<file path="src/rtl/brick_pkg.sv">
// Shared types and constants for the breakout brick field.
// State encoding, colour palette and a geometry helper.
package brick_pkg;

    localparam int COLOUR_W = 3;

    localparam logic [COLOUR_W-1:0] BLACK = 3'b000;
    localparam logic [COLOUR_W-1:0] GREEN = 3'b010;
    localparam logic [COLOUR_W-1:0] WHITE = 3'b111;

    typedef enum logic [1:0] {
        IDLE,
        DRAW_ALL,
        CHECK,
        ERASE
    } state_t;

    // One past the far edge of the last brick along an axis.
    function automatic int field_extent(
        input int origin,
        input int pitch,
        input int count,
        input int size
    );
        return origin + (count - 1) * pitch + size;
    endfunction

endpackage

</file>
<file path="src/rtl/brick_field_rect_raster.sv">
// Streams the pixels of one W x H rectangle, x fastest.
// Coordinates hold while the sink stalls; start restarts at pixel 0.
module rect_raster #(
    parameter int COORD_W = 8,
    parameter int W       = 8,
    parameter int H       = 2
) (
    input  logic               clock,
    input  logic               reset,
    input  logic               start,
    input  logic [COORD_W-1:0] base_x,
    input  logic [COORD_W-1:0] base_y,
    input  logic               ready,
    output logic               valid,
    output logic [COORD_W-1:0] x,
    output logic [COORD_W-1:0] y,
    output logic               done
);

    localparam int XW = (W > 1) ? $clog2(W) : 1;
    localparam int YW = (H > 1) ? $clog2(H) : 1;

    logic               active;
    logic [XW-1:0]      cx;
    logic [YW-1:0]      cy;
    logic [COORD_W-1:0] bx;
    logic [COORD_W-1:0] by;
    logic               last_x;
    logic               last_y;
    logic               fire;

    // Output decode: coordinates are zero whenever the stream is idle.
    always_comb begin
        last_x = (cx == XW'(W - 1));
        last_y = (cy == YW'(H - 1));
        fire   = active && ready;
        done   = fire && last_x && last_y;
        valid  = active;
        x      = active ? bx + COORD_W'(cx) : '0;
        y      = active ? by + COORD_W'(cy) : '0;
    end

    // Walk the rectangle; advance only on an accepted pixel.
    always_ff @(posedge clock) begin
        if (reset) begin
            active <= 1'b0;
            cx     <= '0;
            cy     <= '0;
            bx     <= '0;
            by     <= '0;
        end else if (start) begin
            active <= 1'b1;
            cx     <= '0;
            cy     <= '0;
            bx     <= base_x;
            by     <= base_y;
        end else if (fire) begin
            if (last_x) begin
                cx <= '0;
                if (last_y) begin
                    active <= 1'b0;
                end else begin
                    cy <= cy + YW'(1);
                end
            end else begin
                cx <= cx + XW'(1);
            end
        end
    end

endmodule

</file>
<file path="src/rtl/brick_field.sv">
// ROWS x COLS breakout brick array with collision queries.
// Draws the whole field on init and erases each brick that is hit.
module brick_field
    import brick_pkg::*;
#(
    parameter int                  ROWS         = 2,
    parameter int                  COLS         = 5,
    parameter int                  COORD_W      = 8,
    parameter int                  ORIGIN_X     = 15,
    parameter int                  ORIGIN_Y     = 30,
    parameter int                  PITCH_X      = 30,
    parameter int                  PITCH_Y      = 4,
    parameter int                  BRICK_W      = 8,
    parameter int                  BRICK_H      = 2,
    parameter logic [COLOUR_W-1:0] BRICK_COLOUR = GREEN
) (
    input  logic                             clock,
    input  logic                             reset,
    input  logic                             init,
    input  logic                             chk_valid,
    output logic                             chk_ready,
    input  logic [COORD_W-1:0]               ball_x,
    input  logic [COORD_W-1:0]               ball_y,
    output logic                             hit_valid,
    output logic                             hit,
    output logic [$clog2(ROWS*COLS)-1:0]     hit_idx,
    output logic                             pix_valid,
    input  logic                             pix_ready,
    output logic [COORD_W-1:0]               pix_x,
    output logic [COORD_W-1:0]               pix_y,
    output logic [COLOUR_W-1:0]              pix_colour,
    output logic [$clog2(ROWS*COLS+1)-1:0]   bricks_left,
    output logic                             cleared
);

    localparam int N   = ROWS * COLS;
    localparam int IW  = $clog2(N);
    localparam int LW  = $clog2(N + 1);
    localparam int RW  = (ROWS > 1) ? $clog2(ROWS) : 1;
    localparam int CLW = (COLS > 1) ? $clog2(COLS) : 1;
    localparam int CW  = COORD_W + 1;

    localparam int EXT_X = field_extent(ORIGIN_X, PITCH_X, COLS, BRICK_W);
    localparam int EXT_Y = field_extent(ORIGIN_Y, PITCH_Y, ROWS, BRICK_H);

    if (N < 2 || BRICK_W < 1 || BRICK_H < 1 ||
        ORIGIN_X < 0 || ORIGIN_Y < 0 ||
        EXT_X > (1 << COORD_W) ||
        EXT_Y > (1 << COORD_W)) begin : g_bad_params
        $error("brick_field: field does not fit the coordinate range");
    end

    state_t             state;
    state_t             state_nx;
    logic [N-1:0]       alive;
    logic [IW-1:0]      cur_idx;
    logic [RW-1:0]      cur_row;
    logic [CLW-1:0]     cur_col;
    logic [RW-1:0]      nxt_row;
    logic [CLW-1:0]     nxt_col;
    logic [COORD_W-1:0] ball_xq;
    logic [COORD_W-1:0] ball_yq;
    logic [CW-1:0]      lo_x;
    logic [CW-1:0]      lo_y;
    logic               in_rect;
    logic               is_hit;
    logic               last_idx;
    logic               adv;

    logic               r_start;
    logic [RW-1:0]      r_row;
    logic [CLW-1:0]     r_col;
    logic [COORD_W-1:0] r_bx;
    logic [COORD_W-1:0] r_by;
    logic               r_valid;
    logic [COORD_W-1:0] r_x;
    logic [COORD_W-1:0] r_y;
    logic               r_done;

    // Bounds of the brick under the scan pointer, widened to avoid wrap.
    always_comb begin
        lo_x = CW'(ORIGIN_X) + CW'(cur_col) * CW'(PITCH_X);
        lo_y = CW'(ORIGIN_Y) + CW'(cur_row) * CW'(PITCH_Y);
        in_rect = ({1'b0, ball_xq} >= lo_x) &&
                  ({1'b0, ball_xq} <= lo_x + CW'(BRICK_W - 1)) &&
                  ({1'b0, ball_yq} >= lo_y) &&
                  ({1'b0, ball_yq} <= lo_y + CW'(BRICK_H - 1));
        is_hit   = (state == CHECK) && alive[cur_idx] && in_rect;
        last_idx = (cur_idx == IW'(N - 1));
        if (cur_col == CLW'(COLS - 1)) begin
            nxt_col = '0;
            nxt_row = cur_row + RW'(1);
        end else begin
            nxt_col = cur_col + CLW'(1);
            nxt_row = cur_row;
        end
    end

    // Next state, raster launch and scan-pointer advance.
    always_comb begin
        state_nx = state;
        r_start  = 1'b0;
        r_row    = '0;
        r_col    = '0;
        adv      = 1'b0;
        if (init) begin
            state_nx = DRAW_ALL;
            r_start  = 1'b1;
        end else begin
            unique case (state)
                IDLE: begin
                    if (chk_valid) state_nx = CHECK;
                end
                CHECK: begin
                    if (is_hit) begin
                        state_nx = ERASE;
                        r_start  = 1'b1;
                        r_row    = cur_row;
                        r_col    = cur_col;
                    end else if (last_idx) begin
                        state_nx = IDLE;
                    end else begin
                        adv = 1'b1;
                    end
                end
                DRAW_ALL: begin
                    if (r_done) begin
                        if (last_idx) begin
                            state_nx = IDLE;
                        end else begin
                            adv     = 1'b1;
                            r_start = 1'b1;
                            r_row   = nxt_row;
                            r_col   = nxt_col;
                        end
                    end
                end
                ERASE: begin
                    if (r_done) state_nx = IDLE;
                end
                default: state_nx = IDLE;
            endcase
        end
        r_bx = COORD_W'(ORIGIN_X) + COORD_W'(r_col) * COORD_W'(PITCH_X);
        r_by = COORD_W'(ORIGIN_Y) + COORD_W'(r_row) * COORD_W'(PITCH_Y);
    end

    // State register.
    always_ff @(posedge clock) begin
        if (reset) state <= IDLE;
        else       state <= state_nx;
    end

    // Scan pointer shared by collision search and field drawing.
    always_ff @(posedge clock) begin
        if (reset || init) begin
            cur_idx <= '0;
            cur_row <= '0;
            cur_col <= '0;
        end else if (adv) begin
            cur_idx <= cur_idx + IW'(1);
            cur_row <= nxt_row;
            cur_col <= nxt_col;
        end else if (state == IDLE && chk_valid) begin
            cur_idx <= '0;
            cur_row <= '0;
            cur_col <= '0;
        end
    end

    // Brick bookkeeping and the registered query response.
    always_ff @(posedge clock) begin
        if (reset) begin
            alive       <= '0;
            bricks_left <= '0;
            cleared     <= 1'b0;
            hit_valid   <= 1'b0;
            hit         <= 1'b0;
            hit_idx     <= '0;
            ball_xq     <= '0;
            ball_yq     <= '0;
        end else begin
            hit_valid <= 1'b0;
            hit       <= 1'b0;
            if (init) begin
                alive       <= '1;
                bricks_left <= LW'(N);
                cleared     <= 1'b0;
            end else if (state == IDLE && chk_valid) begin
                ball_xq <= ball_x;
                ball_yq <= ball_y;
            end else if (is_hit) begin
                alive[cur_idx] <= 1'b0;
                bricks_left    <= bricks_left - LW'(1);
                if (bricks_left == LW'(1)) cleared <= 1'b1;
                hit_valid      <= 1'b1;
                hit            <= 1'b1;
                hit_idx        <= cur_idx;
            end else if (state == CHECK && last_idx) begin
                hit_valid <= 1'b1;
                hit_idx   <= '0;
            end
        end
    end

    rect_raster #(
        .COORD_W (COORD_W),
        .W       (BRICK_W),
        .H       (BRICK_H)
    ) u_raster (
        .clock  (clock),
        .reset  (reset),
        .start  (r_start),
        .base_x (r_bx),
        .base_y (r_by),
        .ready  (pix_ready),
        .valid  (r_valid),
        .x      (r_x),
        .y      (r_y),
        .done   (r_done)
    );

    // Output mapping; erase pixels are black.
    always_comb begin
        chk_ready  = (state == IDLE);
        pix_valid  = r_valid;
        pix_x      = r_x;
        pix_y      = r_y;
        pix_colour = BLACK;
        if (r_valid && state == DRAW_ALL) pix_colour = BRICK_COLOUR;
    end

endmodule

</file>
<file path="config.mk">
export PLATFORM = sky130hd
export DESIGN_NAME = brick_field
export DESIGN_NICKNAME = d
export VERILOG_FILES = /design/src/rtl/brick_pkg.sv /design/src/rtl/brick_field_rect_raster.sv /design/src/rtl/brick_field.sv
export SDC_FILE = /design/constraint.sdc
export NUM_CORES = 1
export LEC_CHECK = 0
export ABC_AREA = 1
export BUFFER_PORTS_ARGS = -buffer_cell sky130_fd_sc_hd__buf_2
export CAP_MARGIN = 40
export CORE_ASPECT_RATIO = 0.6
export CORE_MARGIN = 8
export CORE_UTILIZATION = 35
export CTS_CLUSTER_DIAMETER = 60
export DETAILED_ROUTE_END_ITERATION = 6
export SLEW_MARGIN = 20
export SYNTH_ARGS = -nofsm -noshare
export SYNTH_HDL_FRONTEND = slang
export SYNTH_SLANG_ARGS = --single-unit
</file>
<file path="constraint.sdc">
create_clock -name clock -period 17.65 [get_ports clock]
set_clock_uncertainty 0.1 [all_clocks]
set_input_delay 3.53 -clock clock [delete_from_list [all_inputs] [get_ports clock]]
set_output_delay 3.53 -clock clock [all_outputs]
set_load 0.05 [all_outputs]
</file>
==> Implementation_results.wiki <==
{| class="wikitable"
! Metric !! Value
|-
| CTS Root Cell || clkbuf_16
|-
| Total of endpoints with negative setup slack in the final report || 0
|-
| Number of setup buffers added after CTS || 0
|-
| Portion of the clock cycle consumed by the worst path in the final layout || 39.1%
|-
| Die outline height || 101 µm
|-
| Global-route layer with the greatest usage || met2
|-
| Crit path top cell by count || inv_1
|-
| Maximum number of buffers from clock root to sink || 2
|-
| Number of antenna violations at the first check in global routing || 0
|-
| Commonest cells after routing, fill and taps aside || nand2_1, inv_1, nor2_1, dfxtp_1, nand3_1
|-
| Top delay family on crit path || adder cells
|-
| Fraction of the mapped netlist area in simple logic gates || 25.6%
|-
| CP Data Required Time || 17.78 ns
|-
| Smallest setup slack after layout || 10.74 ns
|-
| Area share of xor/xnor cells in the synthesized design || 2.31%
|-
| Clock Pin Slew Worst Setup and Hold Paths || 0.05 ns
|-
| Post-synthesis sequential area ratio || 29.7%
|-
| H-tree depth || 3
|-
| Number of max-slew violations in the final report || 0
|-
| CTS Buf Count || 9
|-
| PD cells || 76.1 nW/µm²
|-
| Final Hold Violating Endpoints || 0
|-
| Primary flip-flop cell chosen by synthesis mapping || dfxtp_1
|-
| Proportion of layout cells with a drive suffix above 1 || 15.2%
|-
| Run status || finished, final reports clean
|-
| Number of core rows || 31
|-
| Total standard cell area after synthesis || 4180 µm²
|-
| Synth area leader || dfxtp_1
|-
| Io pins || 53
|-
| Fraction of met2 tracks used by global routing || 20.6%
|-
| Top cell type's share of synthesized area || 29.7%
|-
| Maximum clock rate || 0.145 GHz
|-
| Fraction of registers with async set or reset after synthesis || 0%
|-
| Largest net degree at the start of global routing || 25
|-
| Count of routing violations after the opening detailed-route iteration || 272
|-
| Combined global-route utilization of all metal layers || 14.2%
|-
| Total gr overflow || 0
|-
| Initial standard-cell utilization of the core || 35.3%
|-
| Critical path capture point type || register
|-
| Synthesized instance count || 575
|-
| Ant. Diodes || 0
|-
| Unrepaired setup endpoints after global routing || no
|-
| Die ar. || 15800 µm²
|-
| RePlAce Congestion || 0.798
|-
| Chain of cells forming the critical path || buf_2, nand3_1, nor2_1, inv_1, nor3_2, inv_1, nor2_1, inv_1, nand2_1, nand2_2, inv_1, fa_1, ha_1, fa_1, nand3_1, a21oi_1, nand2_1, nor2_1, xor2_1, o21ai_1, nand2_1, inv_1
|-
| EDFF count, synth || 0
|-
| Cts repair resizes || 0
|-
| Number of iterations in the first detailed-routing pass || 5
|-
| Headroom to the max-slew limit || 46.0%
|-
| Buffers and inverters on the worst path || 6
|-
| Routed wire length per instance || 13.7 µm
|-
| Final #Nets || 696
|-
| Cell type of the slowest stage on the worst timing path || fa_1
|-
| Max cap viols || 0
|-
| Area Growth Syn to Fin || 16.1%
|-
| IR Drop Worst-Case VDD || 43.2 µV
|-
| TritonCTS clock tree || yes
|-
| Distinct cell type count after synthesis || 42
|-
| Clock latency at the later pin of the worst-skew pair || 0.33 ns
|-
| CTS Hold Bufs || 0
|-
| Combinational family with the most area after synthesis || simple AND/OR/NAND/NOR gates
|-
| Adder-cell share of the synthesized area || 17.4%
|-
| Wirelength, routed || 10800 µm
|-
| Worst setup path category || in -> reg
|-
| Clock tree sinks || 62
|-
| Synth warnings || 0
|-
| Multiplexer share of the synthesized area || 0%
|-
| Cells taking the most area after synthesis || dfxtp_1, ha_1, nand2_1
|-
| Compound-gate portion of the synthesized area || 14.8%
|-
| DP Worst Slack || 10.43 ns
|-
| Launching element type of the critical path || input port
|-
| Post-DP HPWL || 8450 µm
|-
| Via Count || 3754
|-
| DRT antenna net count || 0
|-
| Number of global-route vias before repair || 3677
|-
| Hold crit path type || reg -> reg
|-
| CP arrival || 7.04 ns
|-
| Via density per instance || 4.75
|-
| Synthesized area divided by synthesized cell count || 7.26 µm²
|-
| Remaining DRCs || 0
|-
| Time the worst path needs with I/O delays and setup || 6.91 ns
|-
| Total negative setup slack || 0 ns
|-
| Transition time of the tightest slew-check pin || 0.807 ns
|-
| Post-synthesis sequential element count || 62
|-
| Leading cell type in the layout, fill and taps excluded || nand2_1
|-
| CP peak stage delay || 0.55 ns
|-
| DIE WIDTH || 157 µm
|-
| Global-route met3 utilization || 4.02%
|-
| Critical path fanouts, max || 8
|-
| Count of buffers from port buffering || 48
|-
| P_leak || 0.00245 µW
|-
| Wire length of the first global-routing pass || 18000 µm
|-
| Met1 demand-to-capacity share in global routing || 19.9%
|-
| CORE AREA || 11800 µm²
|}
tightest hold or removal path: stages, from the launching register on:
cell	delay (ns)
dfxtp_1	0.30
nand2_1	0.06
a21oi_1	0.05
final cells by class:
type	count	area [µm²]
Clock buffer	11	243
Clock inverter	4	47.5
Fill cell	1212	6980
Inverter	82	309
Multi-Input combinational cell	416	2530
Sequential cell	62	1240
Tap cell	165	206
Timing Repair Buffer	50	275
synth_stat cells, types with 7 or more instances:
cell type and instances:
inv_1 76, o21ai_0 41, nand2_1 92, dfxtp_1 62, nand3_1 50, nor3_1 7, o21ai_1 7, clkbuf_1 7
a31oi_1 8, nor2_1 63, fa_1 7, ha_1 47, a21oi_1 42
cell families after synthesis:
kind of cell | Yosys count
DFF | 62
buffers and inverters | 100
and+or+nand+nor | 236
xor gates and xnor gates | 11
other | 1
adders and majority gates | 54
AOI/OAI and AO/OA | 111
path summary, 6_finish.rpt:
check	start	end	slack, ns	cells after the start
setup / recovery	pix_ready	u_raster.bx[7]	10.74	22
hold reg to reg	alive[6]	alive[6]	0.36	2
setup reg to reg	cur_col[2]	u_raster.bx[7]	11.27	28
hold / removal	alive[6]	alive[6]	0.36	2
where the power goes:
| part | total [µW] | switching [µW] | internal, µW |
|---|---|---|---|
| Combinational | 44.1 | 30.6 | 13.5 |
| Clock | 173 | 61.4 | 112 |
| Sequential | 152 | 5.15 | 146 |
metal layers:
layer,part of all wire (%),up-vias
met5,0,-
met4,0.83,0
met3,5.6,12
met2,41,92
met1,53,1702
li1,-,1948
stage by stage:
step	area, µm²	hold WS [ns]	std cells	util [%]	power (µW)
3_5_place_dp	4560	0.348	775	38.5	198
5_1_grt	4850	0.382	790	41.0	385
4_1_cts	4850	0.357	790	41.0	373
6_report	4850	0.356	790	41.0	369
3_3_place_gp	4530	0.344	774	38.3	196
2_1_floorplan	4190	0.329	578	-	187
state kept, by name, indices dropped and copies added, names as in the netlist, 4 cells and up:
| signal | cells |
|---|---|
| alive | 10 |
| ball_xq | 8 |
| ball_yq | 8 |
| bricks_left | 4 |
| cur_idx | 4 |
| hit_idx | 4 |
| u_raster.bx | 8 |
No activity file was read; power rests on OpenSTA's default activity.
